**src/rtl/alu_regfile_unit_if.sv**
```systemverilog
// Command/result bundle between the instruction sequencer and alu_regfile_unit.
// master: sequencer side (drives cmd_*, in). slave: unit side (drives cmd_ready, out, flags, busy).
interface alu_regfile_unit_if #(
    parameter int BIT_WIDTH = 8,
    parameter int REG_COUNT = 4
);
    localparam int AW = $clog2(REG_COUNT);

    logic                 cmd_valid;
    logic                 cmd_ready;
    logic [3:0]           cmd_op;
    logic [AW-1:0]        cmd_dst;
    logic [AW-1:0]        cmd_src_a;
    logic [AW-1:0]        cmd_src_b;
    logic [BIT_WIDTH-1:0] in;
    logic [BIT_WIDTH-1:0] out;
    logic                 out_valid;
    logic                 cout;
    logic                 zero;
    logic                 busy;

    modport master (
        output cmd_valid, cmd_op, cmd_dst, cmd_src_a, cmd_src_b, in,
        input  cmd_ready, out, out_valid, cout, zero, busy
    );

    modport slave (
        input  cmd_valid, cmd_op, cmd_dst, cmd_src_a, cmd_src_b, in,
        output cmd_ready, out, out_valid, cout, zero, busy
    );
endinterface

```
**src/rtl/alu_regfile_unit.sv**
```systemverilog
// Register file + ALU + output register with carry/zero flags behind a ready/valid command port.
// Ports: clk, rst (async active-high), bus (alu_regfile_unit_if.slave). Optional macro ALU_REGFILE_UNIT_MUL_EN adds the iterative multiplier.
module alu_regfile_unit #(
    parameter int BIT_WIDTH = 8,
    parameter int REG_COUNT = 4
) (
    input logic               clk,
    input logic               rst,
    alu_regfile_unit_if.slave bus
);
    localparam int AW = $clog2(REG_COUNT);

    localparam logic [3:0] OP_LOAD = 4'd1;
    localparam logic [3:0] OP_MOV  = 4'd2;
    localparam logic [3:0] OP_ADD  = 4'd3;
    localparam logic [3:0] OP_SUB  = 4'd4;
    localparam logic [3:0] OP_AND  = 4'd5;
    localparam logic [3:0] OP_OR   = 4'd6;
    localparam logic [3:0] OP_XOR  = 4'd7;
    localparam logic [3:0] OP_OUT  = 4'd8;
`ifdef ALU_REGFILE_UNIT_MUL_EN
    localparam logic [3:0] OP_MUL  = 4'd9;
`endif

    logic [BIT_WIDTH-1:0] regs [REG_COUNT];
    logic [BIT_WIDTH-1:0] out_q;
    logic                 out_valid_q;
    logic                 cout_q;
    logic                 zero_q;

    logic                 idle;
    logic                 accept;
    logic                 mul_done;
    logic [BIT_WIDTH-1:0] mul_res;
    logic                 mul_hi;

    logic [BIT_WIDTH-1:0] opa;
    logic [BIT_WIDTH-1:0] opb;
    logic [BIT_WIDTH:0]   sum;
    logic [BIT_WIDTH:0]   diff;
    logic [BIT_WIDTH-1:0] res;
    logic                 res_c;
    logic                 wr_reg;
    logic                 wr_flag;

    assign opa    = regs[bus.cmd_src_a];
    assign opb    = regs[bus.cmd_src_b];
    assign accept = bus.cmd_valid & idle;

    assign sum  = {1'b0, opa} + {1'b0, opb};
    // a + ~b + 1: carry out set means no borrow
    assign diff = {1'b0, opa} + {1'b0, ~opb} + {{BIT_WIDTH{1'b0}}, 1'b1};

    always_comb begin
        res     = '0;
        res_c   = 1'b0;
        wr_reg  = 1'b0;
        wr_flag = 1'b0;
        unique case (bus.cmd_op)
            OP_LOAD: begin res = bus.in; wr_reg = 1'b1; end
            OP_MOV:  begin res = opa; wr_reg = 1'b1; end
            OP_ADD:  begin {res_c, res} = sum; wr_reg = 1'b1; wr_flag = 1'b1; end
            OP_SUB:  begin {res_c, res} = diff; wr_reg = 1'b1; wr_flag = 1'b1; end
            OP_AND:  begin res = opa & opb; wr_reg = 1'b1; wr_flag = 1'b1; end
            OP_OR:   begin res = opa | opb; wr_reg = 1'b1; wr_flag = 1'b1; end
            OP_XOR:  begin res = opa ^ opb; wr_reg = 1'b1; wr_flag = 1'b1; end
            default: ;
        endcase
    end

`ifdef ALU_REGFILE_UNIT_MUL_EN
    localparam int CW = $clog2(BIT_WIDTH);
    localparam logic [CW-1:0] CNT_LAST = CW'(BIT_WIDTH - 1);

    typedef enum logic {S_IDLE, S_MUL} state_t;
    state_t state_q, state_d;

    logic [CW-1:0]          cnt_q;
    logic [2*BIT_WIDTH-1:0] mcand_q;
    logic [2*BIT_WIDTH-1:0] acc_q;
    logic [2*BIT_WIDTH-1:0] acc_step;
    logic [BIT_WIDTH-1:0]   mplier_q;
    logic [AW-1:0]          mdst_q;
    logic                   busy_c;

    // Partial product including the current multiplier bit; on the last
    // iteration this is the full product and is written straight back.
    assign acc_step = acc_q + (mplier_q[0] ? mcand_q : '0);
    assign mul_done = (state_q == S_MUL) && (cnt_q == CNT_LAST);
    assign mul_res  = acc_step[BIT_WIDTH-1:0];
    assign mul_hi   = |acc_step[2*BIT_WIDTH-1:BIT_WIDTH];
    assign idle     = (state_q == S_IDLE);

    always_ff @(posedge clk or posedge rst) begin
        if (rst) state_q <= S_IDLE;
        else     state_q <= state_d;
    end

    always_comb begin
        state_d = state_q;
        busy_c  = 1'b0;
        unique case (state_q)
            S_IDLE: if (accept && bus.cmd_op == OP_MUL) state_d = S_MUL;
            S_MUL: begin
                busy_c = 1'b1;
                if (mul_done) state_d = S_IDLE;
            end
        endcase
    end

    always_ff @(posedge clk or posedge rst) begin
        if (rst) begin
            cnt_q    <= '0;
            mcand_q  <= '0;
            acc_q    <= '0;
            mplier_q <= '0;
            mdst_q   <= '0;
        end else if (accept && bus.cmd_op == OP_MUL) begin
            cnt_q    <= '0;
            mcand_q  <= {{BIT_WIDTH{1'b0}}, opa};
            acc_q    <= '0;
            mplier_q <= opb;
            mdst_q   <= bus.cmd_dst;
        end else if (state_q == S_MUL) begin
            cnt_q    <= cnt_q + 1'b1;
            mcand_q  <= mcand_q << 1;
            acc_q    <= acc_step;
            mplier_q <= mplier_q >> 1;
        end
    end

    assign bus.busy      = busy_c;
    assign bus.cmd_ready = idle;
`else
    assign idle          = 1'b1;
    assign mul_done      = 1'b0;
    assign mul_res       = '0;
    assign mul_hi        = 1'b0;
    assign bus.busy      = 1'b0;
    assign bus.cmd_ready = 1'b1;
`endif

    always_ff @(posedge clk or posedge rst) begin
        if (rst) begin
            for (int i = 0; i < REG_COUNT; i++) regs[i] <= '0;
            out_q       <= '0;
            out_valid_q <= 1'b0;
            cout_q      <= 1'b0;
            zero_q      <= 1'b0;
        end else begin
            out_valid_q <= 1'b0;
            if (accept) begin
                if (wr_reg) regs[bus.cmd_dst] <= res;
                if (wr_flag) begin
                    cout_q <= res_c;
                    zero_q <= (res == '0);
                end
                if (bus.cmd_op == OP_OUT) begin
                    out_q       <= opa;
                    out_valid_q <= 1'b1;
                end
            end
`ifdef ALU_REGFILE_UNIT_MUL_EN
            if (mul_done) begin
                regs[mdst_q] <= mul_res;
                cout_q       <= mul_hi;
                zero_q       <= (mul_res == '0);
            end
`endif
        end
    end

    assign bus.out       = out_q;
    assign bus.out_valid = out_valid_q;
    assign bus.cout      = cout_q;
    assign bus.zero      = zero_q;
endmodule

```
**src/flat_wrapper.sv**
```systemverilog
// flat-port wrapper written by rule: the top's interface ports become plain ports
module alu_regfile_unit_flat 
#(
    parameter int BIT_WIDTH = 8,
    parameter int REG_COUNT = 4
)
  (clk, rst, bus_cmd_valid, bus_cmd_op, bus_cmd_dst, bus_cmd_src_a, bus_cmd_src_b, bus_in, bus_cmd_ready, bus_out, bus_out_valid, bus_cout, bus_zero, bus_busy);
  alu_regfile_unit_if #(.BIT_WIDTH(BIT_WIDTH), .REG_COUNT(REG_COUNT)) bus_i ();
  input logic clk;
  input logic rst;
  input wire logic [$bits(bus_i.cmd_valid)-1:0] bus_cmd_valid;
  input wire logic [$bits(bus_i.cmd_op)-1:0] bus_cmd_op;
  input wire logic [$bits(bus_i.cmd_dst)-1:0] bus_cmd_dst;
  input wire logic [$bits(bus_i.cmd_src_a)-1:0] bus_cmd_src_a;
  input wire logic [$bits(bus_i.cmd_src_b)-1:0] bus_cmd_src_b;
  input wire logic [$bits(bus_i.in)-1:0] bus_in;
  output wire logic [$bits(bus_i.cmd_ready)-1:0] bus_cmd_ready;
  output wire logic [$bits(bus_i.out)-1:0] bus_out;
  output wire logic [$bits(bus_i.out_valid)-1:0] bus_out_valid;
  output wire logic [$bits(bus_i.cout)-1:0] bus_cout;
  output wire logic [$bits(bus_i.zero)-1:0] bus_zero;
  output wire logic [$bits(bus_i.busy)-1:0] bus_busy;
  assign bus_i.cmd_valid = bus_cmd_valid;
  assign bus_i.cmd_op = bus_cmd_op;
  assign bus_i.cmd_dst = bus_cmd_dst;
  assign bus_i.cmd_src_a = bus_cmd_src_a;
  assign bus_i.cmd_src_b = bus_cmd_src_b;
  assign bus_i.in = bus_in;
  assign bus_cmd_ready = bus_i.cmd_ready;
  assign bus_out = bus_i.out;
  assign bus_out_valid = bus_i.out_valid;
  assign bus_cout = bus_i.cout;
  assign bus_zero = bus_i.zero;
  assign bus_busy = bus_i.busy;
  alu_regfile_unit #(.BIT_WIDTH(BIT_WIDTH), .REG_COUNT(REG_COUNT)) u_core (.clk(clk), .rst(rst), .bus(bus_i));
endmodule
```
**config.mk**
```make
export PLATFORM = sky130hd
export DESIGN_NAME = alu_regfile_unit_flat
export DESIGN_NICKNAME = d
export VERILOG_FILES = /design/src/rtl/alu_regfile_unit_if.sv /design/src/rtl/alu_regfile_unit.sv /design/src/flat_wrapper.sv
export SDC_FILE = /design/constraint.sdc
export NUM_CORES = 1
export LEC_CHECK = 0
export ABC_CLOCK_PERIOD_IN_PS = 5700
export CORE_MARGIN = 4
export CORE_UTILIZATION = 50
export CTS_CLUSTER_DIAMETER = 150
export DETAILED_ROUTE_END_ITERATION = 10
export PLACE_DENSITY = 0.8
export SETUP_SLACK_MARGIN = 0.4
export SLEW_MARGIN = 25
export SYNTH_ARGS = -nofsm -noshare
export SYNTH_HDL_FRONTEND = slang
export SYNTH_SLANG_ARGS = --single-unit
```
**constraint.sdc**
```tcl
create_clock -name clk -period 5.7 [get_ports clk]
set_clock_uncertainty 0.1 [all_clocks]
set_input_delay 1.425 -clock clk [delete_from_list [all_inputs] [get_ports clk]]
set_output_delay 1.425 -clock clk [all_outputs]
set_load 0.02 [all_outputs]
```
# Word level (Yosys, flattened, before mapping)
# Index checks and enable logic that the tools add are counted.
[totals]
input_bits = 21
regBits = 43
[classes]
order_cmp = 4
eq_ne = 8
bitwise_logic = 7
muxes = 15
addsub = 3
n_reduce_logical = 7
[ops]
columns = ["cell", "count"]
rows = [
  ["8-bit one-hot mux with 7 select lines", 1],
  ["8-bit two-way mux", 5],
  ["8-bit binary-select mux with 2-bit select", 2],
  ["32-bit bitwise mux", 1],
  ["8-bit by 8-bit adder with 9-bit output", 2],
  ["8-bit demux with 2-bit select", 1],
  ["4-bit by 3-bit equality test with 1-bit output (second input constant)", 4],
  ["9-bit by 1-bit adder with 9-bit output (second input constant)", 1],
  ["3-bit greater-or-equal comparator (second input constant)", 3],
  ["2-bit NOT with 3-bit output", 3],
  ["8-bit AND", 1],
  ["4-bit by 2-bit equality test with 1-bit output (second input constant)", 2],
  ["8-bit logical NOT", 1],
  ["8-bit NOT", 1],
  ["8-bit OR", 1],
  ["8-bit XOR", 1],
  ["7-bit OR reduction", 1],
  ["2-bit AND reduction", 3],
  ["5-bit OR reduction", 1],
  ["4-bit by 1-bit equality test with 1-bit output (second input constant)", 1],
  ["4-bit equality test (second input constant)", 1],
  ["1-bit two-way mux", 4],
  ["3-bit by 1-bit < comparator with 1-bit output (second input constant)", 1],
  ["1-bit one-hot mux with 2 select lines", 1],
  ["1-bit logical AND", 1],
]

# Longest topological paths before layout
# Gate-level depths: netlist of the first run.
[logic_depth]
depth_word = 9
mapped_depth = 11

# Worst setup path after synthesis of the first run
# OpenSTA, ideal clock, no wires.
[synth_path]
path_type = "in2reg"
startpoint = "input port bus_cmd_src_b[1]"
endpoint = "register u_core.regs[22] (netlist name)"
path_slack_ns = 1.181
setup_time_ns = 0.125
arrival_time_ns = 4.294
path_stages = 10
cell_sequence = "clkbuf_1 > mux4_2 > ha_1 > fa_1 > or3_1 > a311oi_1 > nor3_1 > o21ai_1 > nand2_1 > mux2_2"
[synth_via]
elab_chain_cells = 9
word_cells_on_any_way = 13
cone_classes = "3 x add/sub; 5 x mux; 5 x bitwise"
[synth_lines]
columns = ["element", "line_no", "source"]
rows = [
  ["from (decl)", "flat_wrapper.sv:15", "input wire logic [$bits(bus_i.cmd_src_b)-1:0] bus_cmd_src_b;"],
  ["2-bit NOT with 3-bit output (not written as such) (*)", "alu_regfile_unit.sv:47", "assign opb = regs[bus.cmd_src_b];"],
  ["8-bit binary-select mux with 2-bit select (*)", "alu_regfile_unit.sv:47", ""],
  ["8-bit two-way mux (not written as such) (*) (2 in series)", "alu_regfile_unit.sv:47", ""],
  ["8-bit NOT", "alu_regfile_unit.sv:52", "assign diff = {1'b0, opa} + {1'b0, ~opb} + {{BIT_WIDTH{1'b0}}, 1'b1};"],
  ["8-bit by 8-bit adder with 9-bit output", "alu_regfile_unit.sv:52", ""],
  ["9-bit by 1-bit adder with 9-bit output", "alu_regfile_unit.sv:52", ""],
  ["8-bit one-hot mux with 7 select lines (*)", "alu_regfile_unit.sv:59", "unique case (bus.cmd_op)"],
  ["32-bit bitwise mux (*)", "alu_regfile_unit.sv:153", "if (wr_reg) regs[bus.cmd_dst] <= res;"],
  ["to (signal, indexed assignment)", "alu_regfile_unit.sv:153", ""],
  ["to (decl)", "alu_regfile_unit.sv:25", "logic [BIT_WIDTH-1:0] regs [REG_COUNT];"],
]
# Every way passes the cells marked *; elsewhere a longest branch is shown, timed or not. The select of a mux whose other input is x is not followed.
# A chain may end at the register's enable or synchronous reset.

# Final worst setup path of the first run
[layout_path]
startpoint = "input port bus_cmd_src_a[1]"
endpoint = "register u_core.regs[15] (netlist name)"
[layout_via]
elab_chain_cells = 8
word_cells_on_any_way = 12
cone_classes = "3 x add/sub; 5 x mux; 4 x bitwise"
[layout_lines]
columns = ["element", "line_no", "source"]
rows = [
  ["from (decl)", "flat_wrapper.sv:14", "input wire logic [$bits(bus_i.cmd_src_a)-1:0] bus_cmd_src_a;"],
  ["2-bit NOT with 3-bit output (not written as such) (*)", "alu_regfile_unit.sv:46", "assign opa = regs[bus.cmd_src_a];"],
  ["8-bit binary-select mux with 2-bit select (*)", "alu_regfile_unit.sv:46", ""],
  ["8-bit two-way mux (not written as such) (*) (2 in series)", "alu_regfile_unit.sv:46", ""],
  ["named net u_core.opa[1]", "alu_regfile_unit.sv:37", "logic [BIT_WIDTH-1:0] opa;"],
  ["8-bit by 8-bit adder with 9-bit output", "alu_regfile_unit.sv:52", ""],
  ["9-bit by 1-bit adder with 9-bit output", "alu_regfile_unit.sv:52", ""],
  ["8-bit one-hot mux with 7 select lines (*)", "alu_regfile_unit.sv:59", ""],
  ["32-bit bitwise mux (*)", "alu_regfile_unit.sv:153", ""],
]
# The timed path passes the listed nets; every way through them passes the cells marked *. The select of a mux whose other input is x is not followed.

==> impl_metrics.yaml, run 1 <==
grt:
  grt_pass1_wl_mm: 13.83
  grt_pass1_vias: 2680
  grt_max_degree: 44
  grt_overflow: 0
  antenna_found_initial: 0
  grt.total_usage_pct: 20.94
sta:
  fmax_mhz: 197.5
  slew_viol_final: 0
  rsz0062_at_grt: "false"
  setup_viol: 0
  worstMarginPinSlew_ps: 1003
  tns_ps: 0
  finalCritPeriodShare_pct: 88.81
  slew_headroom_pct: 32.95
  fin_crit_ps: 5062
  finalHoldViolCount: 0
cts:
  clkTransAtPathRegs_ps: 80
  cts-buffers-inserted: 5
  cts_hold_buffers: 0
  clk_path_buf_depth: 2
  cts_tree: "done"
  root_buffer: "clkbuf_8"
  cts_sinks: 43
  cts_max_level: 2
  post_cts_buffers: 0
  cts-resized-gates: 0
  clkLatencyLatePin_ps: 300
yosys:
  ys_warn_count: 0
  synthSimpleGateAreaFrac_pct: 12.29
  synth_area_mm2: 0.003430
  ys_types: 63
  synth-edff-count: 0
  ys_ff_latch: 43
  syn_nets: 362
  yosys.area_share.adder_pct: 9.923
  synth_top_family_by_area: "multiplexers"
  synthArstFlopShare_pct: 100.0
  seq_area_frac_synth_pct: 31.38
  synthFlopType: "dfrtp_1"
  synth_mux_area_share_pct: 26.38
  synth_xor_xnor_area_share_pct: 0.2554
  netlist_instances: 315
  synth_compound_area_share_pct: 13.72
  syn_area_per_cell_um2: 10.89
place:
  post-place-cells: 411
  hpwl_mm: 6.298
  place_area_mm2: 0.003782
  place.port_buffers: 31
  gp_congestion: 0.9062
detailed_routing:
  drtIter0Drc: 202
  drt_first_pass_iters: 5
  drc: 0
  vias: 2660
  detail-route-antenna-nets: 0
  drt-wirelength-per-cell_um: 20.00
  drt_wl_total_mm: 8.380
  vias_per_cell: 6.348
finish:
  post-route-util_pct: 59.53
  layout_common_cells: "43 x dfrtp_1, 38 x mux2_2, 31 x clkdlybuf4s50_1, 29 x inv_1, 24 x ha_1"
  synthToLayoutAreaGrowth_pct: 12.73
  drive_above_1_share_pct: 21.93
  nFillCells: 538
  final_area_mm2: 0.003866
  final_common_cell: "dfrtp_1"
  antennaDiodeCount: 0
  final_cells: 419
  layout.nets: 388
critical_path:
  end_kind: "register"
  critPathCapture: "u_core.regs[15]"
  path_max_fanout: 8
  worstSetupPathType: "input pin to register"
  crit_path_start: "bus_cmd_src_a[1]"
  ff2ff_path_depth: 9
  worst_setup_path_start_kind: "input pin"
  reg2reg_slack_ps: 2240
  worstPathRequired_ps: 5790
  crit_arrival_ps: 5150
  r2r-end: "u_core.regs[15]"
  timing.rr.start: "u_core.regs[9]"
die:
  rows: 29
  start_util_pct: 52.80
  ios: 34
  core_mm2: 0.006495
  chipHeight_um: 90.82
  die_area_mm2: 0.008248
  die_x_um: 90.82
hold_path:
  whs_path_depth: 1
  hold_path.class: "register to register"
pwr:
  vdd_drop_max_uv: 204.6
  powerDensity_mw_per_mm2: 303.3
  p_leak_uw: 0.001748
run_status:
  status: "completed"
job:
  drv_cap: 0
[per-stage QoR]
stage	total power [µW]	worst slack, ps	hold WS, ps
after floorplan	819.2	1181	388.5
after global placement	961.3	474.3	393.8
after detailed placement	984.2	392.8	398.6
after CTS	1171	698.7	417.1
after global routing	1253	463.5	428.3
final	1173	637.7	413.6
[worst max-delay path, cell delays in order]
cell	delay (ps)
clkdlybuf4s50_1	760
mux4_1	770
inv_1	160
ha_1	300
nor2_1	150
o211ai_1	150
a2111oi_0	590
nor4_1	110
or3_4	430
mux2_2	290
[sequential cells by signal (all words and copies together), names as in the netlist]
signal / count
u_core.regs: 32
u_core.bus.out: 8
u_core.bus.cout: 1
u_core.bus.out_valid: 1
u_core.bus.zero: 1
[cells in the mapped netlist (4+ instances only)]
| cell type | number | area share [%] |
|---|---|---|
| o211ai_1 | 4 | 0.88 |
| mux4_1 | 7 | 5.4 |
| dfrtp_1 | 43 | 31 |
| a21o_1 | 4 | 0.88 |
| mux2_2 | 38 | 12 |
| nor2_1 | 18 | 2.0 |
| inv_1 | 29 | 3.2 |
| or2_2 | 4 | 0.73 |
| mux2i_1 | 9 | 2.6 |
| ha_1 | 24 | 8.8 |
| o21ai_0 | 8 | 1.2 |
| o22ai_1 | 5 | 0.91 |
| mux4_2 | 9 | 5.9 |
| or3_1 | 5 | 0.91 |
| a21oi_1 | 13 | 1.9 |
| buf_2 | 7 | 1.0 |
| clkbuf_1 | 6 | 0.66 |
| nand2_1 | 11 | 1.2 |
[routing by layer]
metal	GRT usage, %	share of wire (%)	vias up
met5	0	0	-
met4	6.156	1.6	0
met3	3.083	4.5	12
met2	35.15	50	73
met1	28.11	44	1342
li1	-	-	1233
[how the worst min path moves through the flow]
| stage | from | to |
|---|---|---|
| floorplan | u_core.regs[0] | u_core.regs[0] |
| global placement | u_core.bus.out[7] | u_core.bus.out[7] |
| detailed placement | u_core.bus.out[4] | u_core.bus.out[4] |
| CTS | u_core.bus.out[7] | u_core.bus.out[7] |
| global route | u_core.bus.out[0] | u_core.bus.out[0] |
| finish | u_core.bus.out[7] | u_core.bus.out[7] |
[power by group]
group	internal, µW	leakage [µW]	switching (µW)
Combinational	264	0.00112	319
Sequential	365	0.000579	40.7
Clock	83.8	0.0000477	100
Total	713	0.00175	460
[cell families (layout without fill, tap and decap cells)]
family	Yosys count	after routing
adder cells (fa/ha/maj)	26	26
AO/OA/AOI/OAI	65	65
other	2	2
buffers and inverters	46	73
multiplexers	63	63
flip-flops	43	43
XOR/XNOR	1	1
AND/OR/NAND/NOR	69	69
[layout make-up]
cell class / instances / area [µm²] / share of cell area, %
clock buffers: 5 / 68.82 / 1.780
clock inverters: 3 / 15.01 / 0.3883
inverters: 29 / 108.9 / 2.816
multi-input cells: 226 / 2153 / 55.70
flip-flops and latches: 43 / 1076 / 27.83
well taps: 77 / 96.34 / 2.492
repair buffers: 36 / 347.8 / 8.997
Note: power is estimated with default switching activity, not from simulation.
==> inputs of run 2 (changes only) <==
--- a/config.mk
+++ b/config.mk
@@ -6,12 +6,13 @@
 export NUM_CORES = 1
 export LEC_CHECK = 0
 export ABC_CLOCK_PERIOD_IN_PS = 5700
+export CAP_MARGIN = 30
 export CORE_MARGIN = 4
 export CORE_UTILIZATION = 50
 export CTS_CLUSTER_DIAMETER = 150
 export DETAILED_ROUTE_END_ITERATION = 10
 export PLACE_DENSITY = 0.8
-export SETUP_SLACK_MARGIN = 0.4
+export SKIP_CTS_REPAIR_TIMING = 1
 export SLEW_MARGIN = 25
 export SYNTH_ARGS = -nofsm -noshare
 export SYNTH_HDL_FRONTEND = slang
==> run 2 against run 1 <==
Non-clock buffer count increased by 2. Fmax fell by 0.20%. Routed wire length rose by 1.4%. Global-route usage unchanged. Largest cell class unchanged. Design area increased by 0.42%.
==> impl_metrics.yaml, run 2 (same netlist as run 1, synthesis figures left out) <==
detailed_routing:
  vias_per_cell: 6.359
  drc: 0
  drt-wirelength-per-cell_um: 20.19
  vias: 2677
  detail-route-antenna-nets: 0
  drtIter0Drc: 166
  drt_wl_total_mm: 8.498
  drt_first_pass_iters: 4
sta:
  tns_ps: 0
  worstMarginPinSlew_ps: 814.7
  finalCritPeriodShare_pct: 88.99
  fmax_mhz: 197.2
  slew_headroom_pct: 45.49
  fin_crit_ps: 5072
  holdWs_ps: 412.4
  slew_viol_final: 0
  finalHoldViolCount: 0
  rsz0062_at_grt: "false"
  setup_viol: 0
finish:
  nFillCells: 533
  layout.nets: 390
  registers.top_by_ff_count: "u_core.regs"
  drive_above_1_share_pct: 22.38
  synthToLayoutAreaGrowth_pct: 13.21
  ff_latch_area_mm2: 0.001076
  final_common_cell: "dfrtp_1"
  layout_common_cells: "43 x dfrtp_1, 38 x mux2_2, 31 x clkdlybuf4s50_1, 29 x inv_1, 24 x ha_1"
  multi_input_comb_area_mm2: 0.002153
  antennaDiodeCount: 0
  largest_register_ffs: 32
pwr:
  intPower_uw: 713.6
  seqPwrFrac_pct: 34.5
  p_comb_share_pct: 49.9
  p_leak_uw: 0.001759
  vdd_drop_max_uv: 205.4
  p_switching_uw: 463.1
  clockPowerShare_pct: 15.6
  powerDensity_mw_per_mm2: 303.1
  p_sw_share_pct: 39.35
grt:
  grt.total_usage_pct: 20.94
  use_met1_pct: 28.11
  grt_use_met2_pct: 35.15
  grt_pass1_vias: 2680
  grt_max_degree: 44
  gr-max-usage-layer: "met2"
  grt_overflow: 0
  antenna_found_initial: 0
  grt_pass1_wl_mm: 13.83
  met3_usage_pct: 3.083
cts:
  clk_path_buf_depth: 2
  cts_sinks: 43
  root_buffer: "clkbuf_8"
  cts_tree: "done"
  cts-buffers-inserted: 5
  clkLatencyLatePin_ps: 300
  clkTransAtPathRegs_ps: 80
  cts_max_level: 2
critical_path:
  crit_arrival_ps: 5160
  worstPathRequired_ps: 5790
  ff2ff_path_depth: 9
  critPathCapture: "u_core.regs[15]"
  reg2reg_slack_ps: 2230
  path_max_fanout: 8
  worst_setup_path_start_kind: "input pin"
  cpPeakStageDelay_ps: 770
  crit_path_start: "bus_cmd_src_a[1]"
  crit_chain: "clkdlybuf4s50_1 -> mux4_1 -> inv_1 -> ha_1 -> nor2_1 -> o211ai_1 -> a2111oi_0 -> nor4_1 -> or3_4 -> mux2_2"
  end_kind: "register"
  critPathSlowestCell: "mux4_1"
  timing.rr.start: "u_core.regs[0]"
  worstSetupPathType: "input pin to register"
  r2r-end: "u_core.regs[22]"
die:
  rows: 29
  start_util_pct: 52.80
  die_area_mm2: 0.008248
  ios: 34
  chipHeight_um: 90.82
  die_x_um: 90.82
  core_mm2: 0.006495
place:
  gp_congestion: 0.9062
  place.port_buffers: 31
  hpwl_mm: 6.298
hold_path:
  hold_path.class: "register to register"
run_status:
  status: "completed"
job:
  drv_cap: 0
[run 2: worst min path at each step]
stage                            from                end  slack, ps  depth (start not counted)
floorplan              u_core.regs[0]     u_core.regs[0]        390                          1
global placement    u_core.bus.out[7]  u_core.bus.out[7]        390                          1
detailed placement  u_core.bus.out[4]  u_core.bus.out[4]        400                          1
CTS                 u_core.bus.out[7]  u_core.bus.out[7]        420                          1
global route        u_core.bus.out[0]  u_core.bus.out[0]        430                          1
finish              u_core.bus.out[2]  u_core.bus.out[2]        410                          1
[run 2: critical path, delay by kind of cell]
family	cells	cell delay, ps
muxes	2	1060
buffers and inverters	2	920
AOI/OAI and AO/OA	2	730
and+or+nand+nor	3	700
adders and majority gates	1	300
[run 2: power by group through the flow]
stage          combinational (µW)  sequential (µW)  clock (µW)
5_1_grt                       642              414         201
2_1_floorplan                 405              414           0
6_report                      587              406         184
3_3_place_gp                  555              407           0
3_5_place_dp                  573              411           0
4_1_cts                       576              406         189
[run 2: layer usage]
| layer | vias to the layer above | part of all wire [%] |
|---|---|---|
| met5 | - | 0 |
| met4 | 0 | 2.0 |
| met1 | 1330 | 43 |
| met3 | 16 | 5.5 |
| met2 | 94 | 50 |
| li1 | 1237 | - |
[run 2: per-stage QoR]
stage	power [µW]	utilization, %	cell area (µm²)	cells	setup slack [ps]
floorplan	819.2	-	3430	315	1181
global placement	961.3	58.24	3782	411	474.3
detailed placement	984.2	58.24	3782	411	392.8
CTS	1171	59.53	3866	419	698.7
global route	1257	59.78	3882	421	463.5
finish	1177	59.78	3882	421	627.7
[run 2: final cells by class]
type,count,share of cell area [%]
clock buffer,5,1.772
inverter,29,2.804
sequential,43,27.72
multi-input combinational,226,55.46
tap,77,2.481
clock inverter,3,0.3867
timing repair buffer,38,9.378
